## config.mk

```make
export PLATFORM = sky130hd
export DESIGN_NAME = seq_detector_p_flat
export DESIGN_NICKNAME = d
export VERILOG_FILES = /design/src/rtl/seq_detector_p_if.sv /design/src/rtl/seq_detector_p.sv /design/src/flat_wrapper.sv
export SDC_FILE = /design/constraint.sdc
export NUM_CORES = 1
export LEC_CHECK = 0
export CORE_AREA = 2 2 75 77
export DETAILED_ROUTE_END_ITERATION = 16
export DIE_AREA = 0 0 77 79
export PLACE_DENSITY_LB_ADDON = 0.12
export SETUP_SLACK_MARGIN = 0.02
export SLEW_MARGIN = 20
export SYNTH_ARGS = -nofsm -noshare
export SYNTH_HDL_FRONTEND = slang
export SYNTH_SLANG_ARGS = --single-unit
```

## constraint.sdc

```tcl
create_clock -name clk -period 3.35 [get_ports clk]
set_input_delay 0.67 -clock clk [delete_from_list [all_inputs] [get_ports clk]]
set_output_delay 0.67 -clock clk [all_outputs]
set_load 0.1 [all_outputs]
```

## src/rtl/seq_detector_p_if.sv

```systemverilog
// Symbol-stream, pattern-programming and status bundle for seq_detector_p.
// The board top level (master) drives symbols and commands; the detector (slave) reports matches.
interface seq_detector_p_if #(
    parameter int SYM_W   = 2,
    parameter int SEQ_LEN = 5,
    parameter int CNT_W   = 8
);
    localparam int PROG_W = $clog2(SEQ_LEN + 1);

    logic                     pattern_load;
    logic [SEQ_LEN*SYM_W-1:0] pattern_in;
    logic                     sym_valid;
    logic [SYM_W-1:0]         sym;
    logic                     clear;
    logic                     match_pulse;
    logic                     led;
    logic [CNT_W-1:0]         match_count;
    logic [PROG_W-1:0]        progress;

    modport master (
        output pattern_load, pattern_in, sym_valid, sym, clear,
        input  match_pulse, led, match_count, progress
    );

    modport slave (
        input  pattern_load, pattern_in, sym_valid, sym, clear,
        output match_pulse, led, match_count, progress
    );
endinterface

```

## src/rtl/seq_detector_p.sv

```systemverilog
// Programmable SEQ_LEN-symbol sequence detector with match pulse, sticky LED, saturating count and progress.
// Optional idle-timeout history flush is compiled in when MATCH_TIMEOUT_EN is defined.
module seq_detector_p #(
    parameter int                           SYM_W       = 2,
    parameter int                           SEQ_LEN     = 5,
    parameter logic [SEQ_LEN*SYM_W-1:0]     DEFAULT_PAT = {2'b01, 2'b10, 2'b11, 2'b10, 2'b01},
    parameter bit                           OVERLAP     = 1'b1,
    parameter int                           CNT_W       = 8,
    parameter int                           TIMEOUT_CYC = 16
) (
    input  logic            clk,
    input  logic            reset,
    seq_detector_p_if.slave bus
);
    localparam int                W         = SEQ_LEN * SYM_W;
    localparam int                PROG_W    = $clog2(SEQ_LEN + 1);
    localparam logic [PROG_W-1:0] FILL_FULL = PROG_W'(SEQ_LEN);
    localparam logic [PROG_W-1:0] FILL_NEED = PROG_W'(SEQ_LEN - 1);
    localparam logic [CNT_W-1:0]  CNT_MAX   = '1;

    if (SEQ_LEN < 2 || TIMEOUT_CYC < 1) begin : g_param_check
        $error("seq_detector_p: SEQ_LEN must be >= 2 and TIMEOUT_CYC >= 1");
    end

    // History slot 0 holds the oldest symbol, slot SEQ_LEN-1 the newest, matching pattern packing.
    logic [W-1:0]      pat_q, pat_d;
    logic [W-1:0]      hist_q, hist_d, hist_shift;
    logic [PROG_W-1:0] fill_q, fill_d;
    logic [PROG_W-1:0] progress_q, progress_d;
    logic              pulse_q, pulse_d;
    logic              led_q, led_d;
    logic [CNT_W-1:0]  count_q, count_d;
    logic              match;

`ifdef MATCH_TIMEOUT_EN
    localparam int                IDLE_W    = $clog2(TIMEOUT_CYC + 1);
    localparam logic [IDLE_W-1:0] IDLE_LAST = IDLE_W'(TIMEOUT_CYC - 1);
    logic [IDLE_W-1:0] idle_q, idle_d;
`endif

    // Longest k such that the newest k valid history symbols equal pattern symbols 0..k-1.
    function automatic logic [PROG_W-1:0] prefix_len(
        input logic [W-1:0]      h,
        input logic [W-1:0]      p,
        input logic [PROG_W-1:0] f
    );
        logic [PROG_W-1:0] best;
        logic              ok;
        best = '0;
        for (int k = 1; k <= SEQ_LEN; k++) begin
            ok = (PROG_W'(k) <= f);
            for (int i = 0; i < k; i++) begin
                if (h[(SEQ_LEN-k+i)*SYM_W +: SYM_W] != p[i*SYM_W +: SYM_W]) ok = 1'b0;
            end
            if (ok) best = PROG_W'(k);
        end
        return best;
    endfunction

    always_comb begin
        // NOTE: every value this block writes gets a default first, so no path can infer a latch.
        pat_d      = pat_q;
        hist_d     = hist_q;
        fill_d     = fill_q;
        led_d      = led_q;
        count_d    = count_q;
        pulse_d    = 1'b0;
        match      = 1'b0;
        hist_shift = {bus.sym, hist_q[W-1:SYM_W]};
`ifdef MATCH_TIMEOUT_EN
        idle_d     = '0;
`endif
        if (bus.pattern_load) begin
            pat_d  = bus.pattern_in;
            fill_d = '0;
        end else begin
            if (bus.clear) begin
                led_d   = 1'b0;
                count_d = '0;
            end
            if (bus.sym_valid) begin
                hist_d = hist_shift;
                fill_d = (fill_q == FILL_FULL) ? fill_q : fill_q + PROG_W'(1);
                match  = (fill_q >= FILL_NEED) && (hist_shift == pat_q);
                if (match) begin
                    pulse_d = 1'b1;
                    led_d   = 1'b1;
                    // count_d already reflects a same-cycle clear, so clear+match yields 1.
                    if (count_d != CNT_MAX) count_d = count_d + CNT_W'(1);
                    if (!OVERLAP) fill_d = '0;
                end
            end
`ifdef MATCH_TIMEOUT_EN
            else if (fill_q != '0) begin
                if (idle_q == IDLE_LAST) fill_d = '0;
                else                     idle_d = idle_q + IDLE_W'(1);
            end
`endif
        end
        progress_d = prefix_len(hist_d, pat_d, fill_d);
    end

    always_ff @(posedge clk) begin
        // NOTE: state registers use non-blocking assignments so every flop samples pre-edge values.
        if (reset) begin
            pat_q      <= DEFAULT_PAT;
            fill_q     <= '0;
            progress_q <= '0;
            pulse_q    <= 1'b0;
            led_q      <= 1'b0;
            count_q    <= '0;
        end else begin
            pat_q      <= pat_d;
            fill_q     <= fill_d;
            progress_q <= progress_d;
            pulse_q    <= pulse_d;
            led_q      <= led_d;
            count_q    <= count_d;
        end
    end

    always_ff @(posedge clk) begin
        // NOTE: history data is deliberately not reset; slots outside fill are never compared.
        hist_q <= hist_d;
    end

`ifdef MATCH_TIMEOUT_EN
    always_ff @(posedge clk) begin
        if (reset) idle_q <= '0;
        else       idle_q <= idle_d;
    end
`endif

    assign bus.match_pulse = pulse_q;
    assign bus.led         = led_q;
    assign bus.match_count = count_q;
    assign bus.progress    = progress_q;
endmodule
```

## src/flat_wrapper.sv

```systemverilog
// flat-port wrapper written by rule: the top's interface ports become plain ports
module seq_detector_p_flat 
#(
    parameter int                           SYM_W       = 2,
    parameter int                           SEQ_LEN     = 5,
    parameter logic [SEQ_LEN*SYM_W-1:0]     DEFAULT_PAT = {2'b01, 2'b10, 2'b11, 2'b10, 2'b01},
    parameter bit                           OVERLAP     = 1'b1,
    parameter int                           CNT_W       = 8,
    parameter int                           TIMEOUT_CYC = 16
)
  (clk, reset, bus_pattern_load, bus_pattern_in, bus_sym_valid, bus_sym, bus_clear, bus_match_pulse, bus_led, bus_match_count, bus_progress);
  seq_detector_p_if #(.SYM_W(SYM_W), .SEQ_LEN(SEQ_LEN), .CNT_W(CNT_W)) bus_i ();
  input  logic clk;
  input  logic reset;
  input wire logic [$bits(bus_i.pattern_load)-1:0] bus_pattern_load;
  input wire logic [$bits(bus_i.pattern_in)-1:0] bus_pattern_in;
  input wire logic [$bits(bus_i.sym_valid)-1:0] bus_sym_valid;
  input wire logic [$bits(bus_i.sym)-1:0] bus_sym;
  input wire logic [$bits(bus_i.clear)-1:0] bus_clear;
  output wire logic [$bits(bus_i.match_pulse)-1:0] bus_match_pulse;
  output wire logic [$bits(bus_i.led)-1:0] bus_led;
  output wire logic [$bits(bus_i.match_count)-1:0] bus_match_count;
  output wire logic [$bits(bus_i.progress)-1:0] bus_progress;
  assign bus_i.pattern_load = bus_pattern_load;
  assign bus_i.pattern_in = bus_pattern_in;
  assign bus_i.sym_valid = bus_sym_valid;
  assign bus_i.sym = bus_sym;
  assign bus_i.clear = bus_clear;
  assign bus_match_pulse = bus_i.match_pulse;
  assign bus_led = bus_i.led;
  assign bus_match_count = bus_i.match_count;
  assign bus_progress = bus_i.progress;
  seq_detector_p #(.SYM_W(SYM_W), .SEQ_LEN(SEQ_LEN), .DEFAULT_PAT(DEFAULT_PAT), .OVERLAP(OVERLAP), .CNT_W(CNT_W), .TIMEOUT_CYC(TIMEOUT_CYC)) u_core (.clk(clk), .reset(reset), .bus(bus_i));
endmodule
```

==> flow_summary.yaml, run 1 <==
route:
  post-route-drc-count: 0
  drtIter0Drc: 72
  dr.pass1.iters: 4
  ant_nets: 0
  viasPerCell: 4.99
  drt-total-wl_um: 5360
  wl_per_cell_um: 14.3
  via_count: 1872
grt:
  grt_pass1_vias: 1810
  grtUsageTotal: 0.185
  grt_pass1_wl_um: 8960
  grt_max_degree: 20
  antenna_found_initial: 0
  grt.overflow.total: 0
clock_tree:
  clk_latency_ns: 0.29
  clock_path_buffers: 2
  cts_resized: 0
  holdBufCountCts: 0
  root_buffer: "clkbuf_8"
  postCtsSetupBuffers: 0
  path_clk_slew_ns: 0.08
  htree_levels: 2
  cts_tree: "yes"
  cts_buffers: 5
  cts.sinks: 36
final_layout:
  drive_above_1_share: 0.0990
  instances_no_fill: 375
  postLayoutCoreUtil: 0.518
  antenna_cells: 0
  final_nets: 323
  area_growth_pct: 19.1
setup_path:
  critPathTopFamily: "buffers and inverters"
  slowest_delay_ns: 0.61
  required_ns: 3.54
  critPathLaunchType: "primary input"
  worst-path-max-fanout: 15
  end_kind: "register"
  worstPathArrival_ns: 2.98
  path_cells: "clkdlybuf4s50_1 -> buf_4 -> mux2i_1 -> xor2_1 -> a41oi_1 -> or4_4 -> and3_1"
  worstSetupPathType: "in -> reg"
  crit_buf_inv: 2
  slowest_stage: "clkdlybuf4s50_1"
synth:
  ys_seq_area_frac: 0.310
  yosys_warnings: 0
  synth.top_cells.by_count: "nand2_1, dfxtp_1, xnor2_1, mux2i_1, xor2_1"
  synth_area_um2: 2320
  synth_most_common_cell: "nand2_1"
  synth_area_leaders: "dfxtp_1, xnor2_1, mux2i_1"
  synth_top_area_cell: "dfxtp_1"
  yosys.area.top_type_share: 0.310
  yosys_most_used_dff: "dfxtp_1"
  syn-num-nets: 300
  synth-edff-count: 0
  ys_ff_latch: 36
  syn_inst: 279
  avgSynthCellArea_um2: 8.32
  synth_cell_type_count: 41
  async_flop_share: 0
floorplanning:
  die_h_um: 79
  coreArea_um2: 5340
  dieArea_um2: 6080
  initial_core_util: 0.435
  die_w_um: 77
  ios: 30
  rows: 27
placement:
  globalplace.congestion: 0.816
  dpl.hpwl_um: 4010
  place_ws_ns: 0.243
  placed_cells: 367
  io_buffers: 29
power_and_ir_drop:
  irDropWorstVdd_mv: 0.207
  power.density_nw_per_um2: 421
  power_leakage_nw: 1.13
  p_int_uw: 812
  p_seq_frac: 0.446
  power_switching_uw: 352
  swShare: 0.302
  p_clk_frac: 0.330
  power.share.combinational: 0.224
  total_power_mw: 1.16
timing:
  setup_ws_ns: 0.557
  final-setup-viol-count: 0
  finalCriticalPeriod_ns: 2.79
  min_period_over_period: 0.834
  tns_ns: 0
  hold_viol: 0
  finalMaxSlewViolations: 0
  fin_skew_ns: 0.00677
  fmax_ghz: 0.358
  rsz0062_at_grt: "false"
  worst_pin_slew_ns: 0.973
  slew_headroom: 0.349
hold_path:
  min_path_type: "reg -> reg"
flow_run:
  maxCapViolations: 0
status:
  status: "finished clean"
==> flip-flops by register name, indices dropped and copies added, names as in the netlist <==
register,count
u_core.bus.led,1
u_core.bus.progress,3
u_core.bus.match_count,8
u_core.pat_q,10
u_core.hist_q,10
u_core.fill_q,3
u_core.bus.match_pulse,1
==> cells by family after synthesis <==
kind of cell,after synthesis,synth area share
AND/OR/NAND/NOR,111,0.237
XOR/XNOR,52,0.196
flip-flops,36,0.310
buffers and inverters,28,0.0523
multiplexers,25,0.115
AO/OA/AOI/OAI,23,0.0679
adder cells (fa/ha/maj),4,0.0216
==> cell type report <==
type	count	area (um2)
inverter	5	18.8
clock buffer	5	68.8
fill	546	2570
sequential	36	721
clock inverter	3	42.5
timing repair buffer	39	345
multi-input combinational	215	1480
tap	72	90.1
==> worst register-to-register path, stage by stage, from the launching register on <==
cell       delay, ns
dfxtp_1         0.55
xnor2_1         0.19
nand2_1         0.09
a2111oi_1       0.44
a41oi_1         0.18
or4_4           0.57
and3_1          0.17
==> placed cells by master (no fill, tap or decap), drive strengths merged, types with 6 or more instances in the layout <==
cell type	n
nand2	53
clkdlybuf4s50	21
and3	8
xor2	16
nand4	9
mux2i	25
dfxtp	36
nor2	13
xnor2	36
buf	18
a21oi	6
nor2b	6
==> metrics by stage <==
step / hold slack [ns] / area (um2)
after global routing: 0.485 / 2770
after global placement: 0.432 / 2660
after CTS: 0.449 / 2770
final: 0.447 / 2770
after detailed placement: 0.437 / 2660
after floorplan: 0.422 / 2320
==> power groups by stage <==
stage	combinational [mW]	clock, mW	sequential [mW]
after floorplan	0.236	0	0.483
after global placement	0.260	0	0.529
after detailed placement	0.262	0	0.529
after CTS	0.264	0.397	0.518
after global routing	0.288	0.419	0.524
final	0.261	0.385	0.519
==> metal layers <==
layer	up-vias	part of all wire	GRT usage	wire length (um)
li1	984	-	-	-
met1	849	0.48	0.244	2550
met2	35	0.48	0.305	2550
met3	4	0.041	0.0420	218
met4	0	0.0078	0.0500	42
met5	-	0	0	0
==> final timing paths <==
| check | startpoint | end | slack, ns | cells past startpoint |
|---|---|---|---|---|
| setup reg to reg | u_core.hist_q[6] | u_core.bus.progress[1] | 1.07 | 6 |
| hold / removal | u_core.hist_q[0] | u_core.hist_q[0] | 0.45 | 2 |
| setup / recovery | bus_sym_valid | u_core.bus.progress[1] | 0.56 | 7 |
| hold reg to reg | u_core.hist_q[0] | u_core.hist_q[0] | 0.45 | 2 |
(Power assumes the default switching activity.)
==> inputs of run 2 (changes only) <==
==> constraint.sdc (replaced) <==
create_clock -name clk -period 2.6 [get_ports clk]
set_input_delay 0.52 -clock clk [delete_from_list [all_inputs] [get_ports clk]]
set_output_delay 0.52 -clock clk [all_outputs]
set_load 0.1 [all_outputs]
==> run 2 against run 1 <==
Cell count grew 5.1%. Global-route usage grew 1.3 points. Sequential share of layout area shrank 0.93 points. Routed wire length grew 4.5%.
==> flow_summary.yaml, run 2 (synthesized netlist as in run 1, its figures left out) <==
floorplanning:
  dieArea_um2: 6080
  initial_core_util: 0.435
  die_w_um: 77
  rows: 27
  ios: 30
  coreArea_um2: 5340
  die_h_um: 79
timing:
  min_period_over_period: 0.953
  slew_headroom: 0.668
  fin_skew_ns: 0.00655
  rsz0062_at_grt: "false"
  finalCriticalPeriod_ns: 2.48
  finalMaxSlewViolations: 0
  hold_viol: 0
  tns_ns: 0
  worst_pin_slew_ns: 0.496
  final-setup-viol-count: 0
  setup_ws_ns: 0.121
  fmax_ghz: 0.403
setup_path:
  critPathLaunchType: "primary input"
  slowest_stage: "or4_4"
  r2r-end: "u_core.bus.progress[1]"
  end_kind: "register"
  required_ns: 2.78
  worstSetupPathType: "in -> reg"
  slowest_delay_ns: 0.56
  worst-path-max-fanout: 3
  reg2reg_slack_ns: 0.43
  reg2reg_from: "u_core.hist_q[6]"
  worstPathArrival_ns: 2.66
  rr_worst_depth: 6
  path_cells: "clkdlybuf4s50_1 -> xnor2_1 -> nand2_1 -> a2111oi_1 -> a41oi_1 -> or4_4 -> and3_1"
hold_path:
  hold_path_end: "u_core.hist_q[0]"
  whs_path_depth: 2
  hold_start: "u_core.hist_q[0]"
  min_path_type: "reg -> reg"
route:
  ant_nets: 0
  via_count: 1995
  wl_per_cell_um: 14.2
  post-route-drc-count: 0
  viasPerCell: 5.06
  dr.pass1.iters: 4
  drtIter0Drc: 53
  drt-total-wl_um: 5600
placement:
  placed_cells: 387
  globalplace.congestion: 0.883
  place_ws_ns: -0.392
  dpl.hpwl_um: 4360
  io_buffers: 29
power_and_ir_drop:
  swShare: 0.314
  p_seq_frac: 0.457
  irDropWorstVdd_mv: 0.336
  total_power_mw: 1.43
  power_leakage_nw: 1.23
  power.density_nw_per_um2: 497
  power.share.combinational: 0.278
  p_int_uw: 978
  power_switching_uw: 449
  p_clk_frac: 0.265
grt:
  grt_pass1_wl_um: 9500
  grtUsageTotal: 0.198
  grt_pass1_vias: 1942
  antenna_found_initial: 0
  grt.overflow.total: 0
  grt_max_degree: 26
final_layout:
  final_cell_mix: "nand2_1, buf_4, xnor2_1, dfxtp_1, mux2i_1"
  drive_above_1_share: 0.165
  antenna_cells: 0
  fillers: 540
  final_common_cell: "nand2_1"
  final_nets: 343
  postLayoutCoreUtil: 0.538
  instances_no_fill: 394
  area_growth_pct: 23.5
status:
  status: "finished clean"
clock_tree:
  postCtsSetupBuffers: 0
  cts_buffers: 5
  path_clk_slew_ns: 0.07
  clk_latency_ns: 0.29
  cts_tree: "yes"
  clock_path_buffers: 2
  holdBufCountCts: 0
  htree_levels: 2
  root_buffer: "clkbuf_8"
  cts.sinks: 36
flow_run:
  maxCapViolations: 0
==> run 2: worst max path at each step <==
stage                              start                   endpoint  depth (start not counted)  slack (ns)
5_1_grt                       bus_sym[0]     u_core.bus.progress[1]                          7        0.05
4_1_cts                       bus_sym[0]     u_core.bus.progress[1]                          7        0.12
6_report                      bus_sym[0]     u_core.bus.progress[1]                          7        0.12
2_1_floorplan  u_core.bus.match_count[1]  u_core.bus.match_count[1]                          8        0.09
3_5_place_dp               bus_sym_valid     u_core.bus.progress[1]                          7       -0.39
3_3_place_gp               bus_sym_valid     u_core.bus.progress[1]                          7       -0.35
==> run 2: per-layer routing <==
layer / part of all wire / vias up / track usage
met1: 0.47 / 922 / 0.250
met5: 0 / - / 0
met4: 0.022 / 0 / 0.0750
met3: 0.029 / 11 / 0.0398
li1: - / 1032 / -
met2: 0.47 / 30 / 0.335
==> run 2: what timing repair did <==
item,in CTS,in global routing
gates resized for setup,1,0
setup endpoints to repair,3,0
hold endpoints to repair,0,0
==> run 2: stage by stage <==
stage / instance area (um2) / hold WS (ns)
after CTS: 2870 / 0.450
after floorplan: 2320 / 0.422
final: 2870 / 0.449
after detailed placement: 2790 / 0.439
after global placement: 2790 / 0.435
after global routing: 2870 / 0.472
==> run 2: area by class of cell <==
| cell class | count | area [um2] | area share |
|---|---|---|---|
| Clock buffer | 6 | 72.6 | 0.0253 |
| Clock inverter | 1 | 5.00 | 0.00174 |
| Tap cell | 72 | 90.1 | 0.0314 |
| Timing Repair Buffer | 59 | 482 | 0.168 |
| Multi-Input combinational cell | 215 | 1480 | 0.516 |
| Sequential cell | 36 | 721 | 0.251 |
| Inverter | 5 | 18.8 | 0.00654 |
==> run 2: worst max-delay path: cells and delay by family <==
family,cells,cell delay (ns)
and+or+nand+nor,3,0.83
buffers and inverters,1,0.44
AOI/OAI and AO/OA,2,0.64
xor gates and xnor gates,1,0.22
==> run 2: power by group through the flow <==
stage / clock network (mW) / logic (mW) / registers, mW
2_1_floorplan: 0 / 0.304 / 0.623
3_3_place_gp: 0 / 0.393 / 0.666
3_5_place_dp: 0 / 0.398 / 0.665
4_1_cts: 0.395 / 0.399 / 0.652
5_1_grt: 0.414 / 0.435 / 0.659
6_report: 0.378 / 0.397 / 0.653
==> inputs of run 3 (changes only) <==
--- a/config.mk
+++ b/config.mk
@@ -14,3 +14,4 @@
 export SYNTH_ARGS = -nofsm -noshare
 export SYNTH_HDL_FRONTEND = slang
 export SYNTH_SLANG_ARGS = --single-unit
+export TNS_END_PERCENT = 20
==> results of run 3 <==
Same layout as run 2: the final DEF is identical, and so are final timing and power.
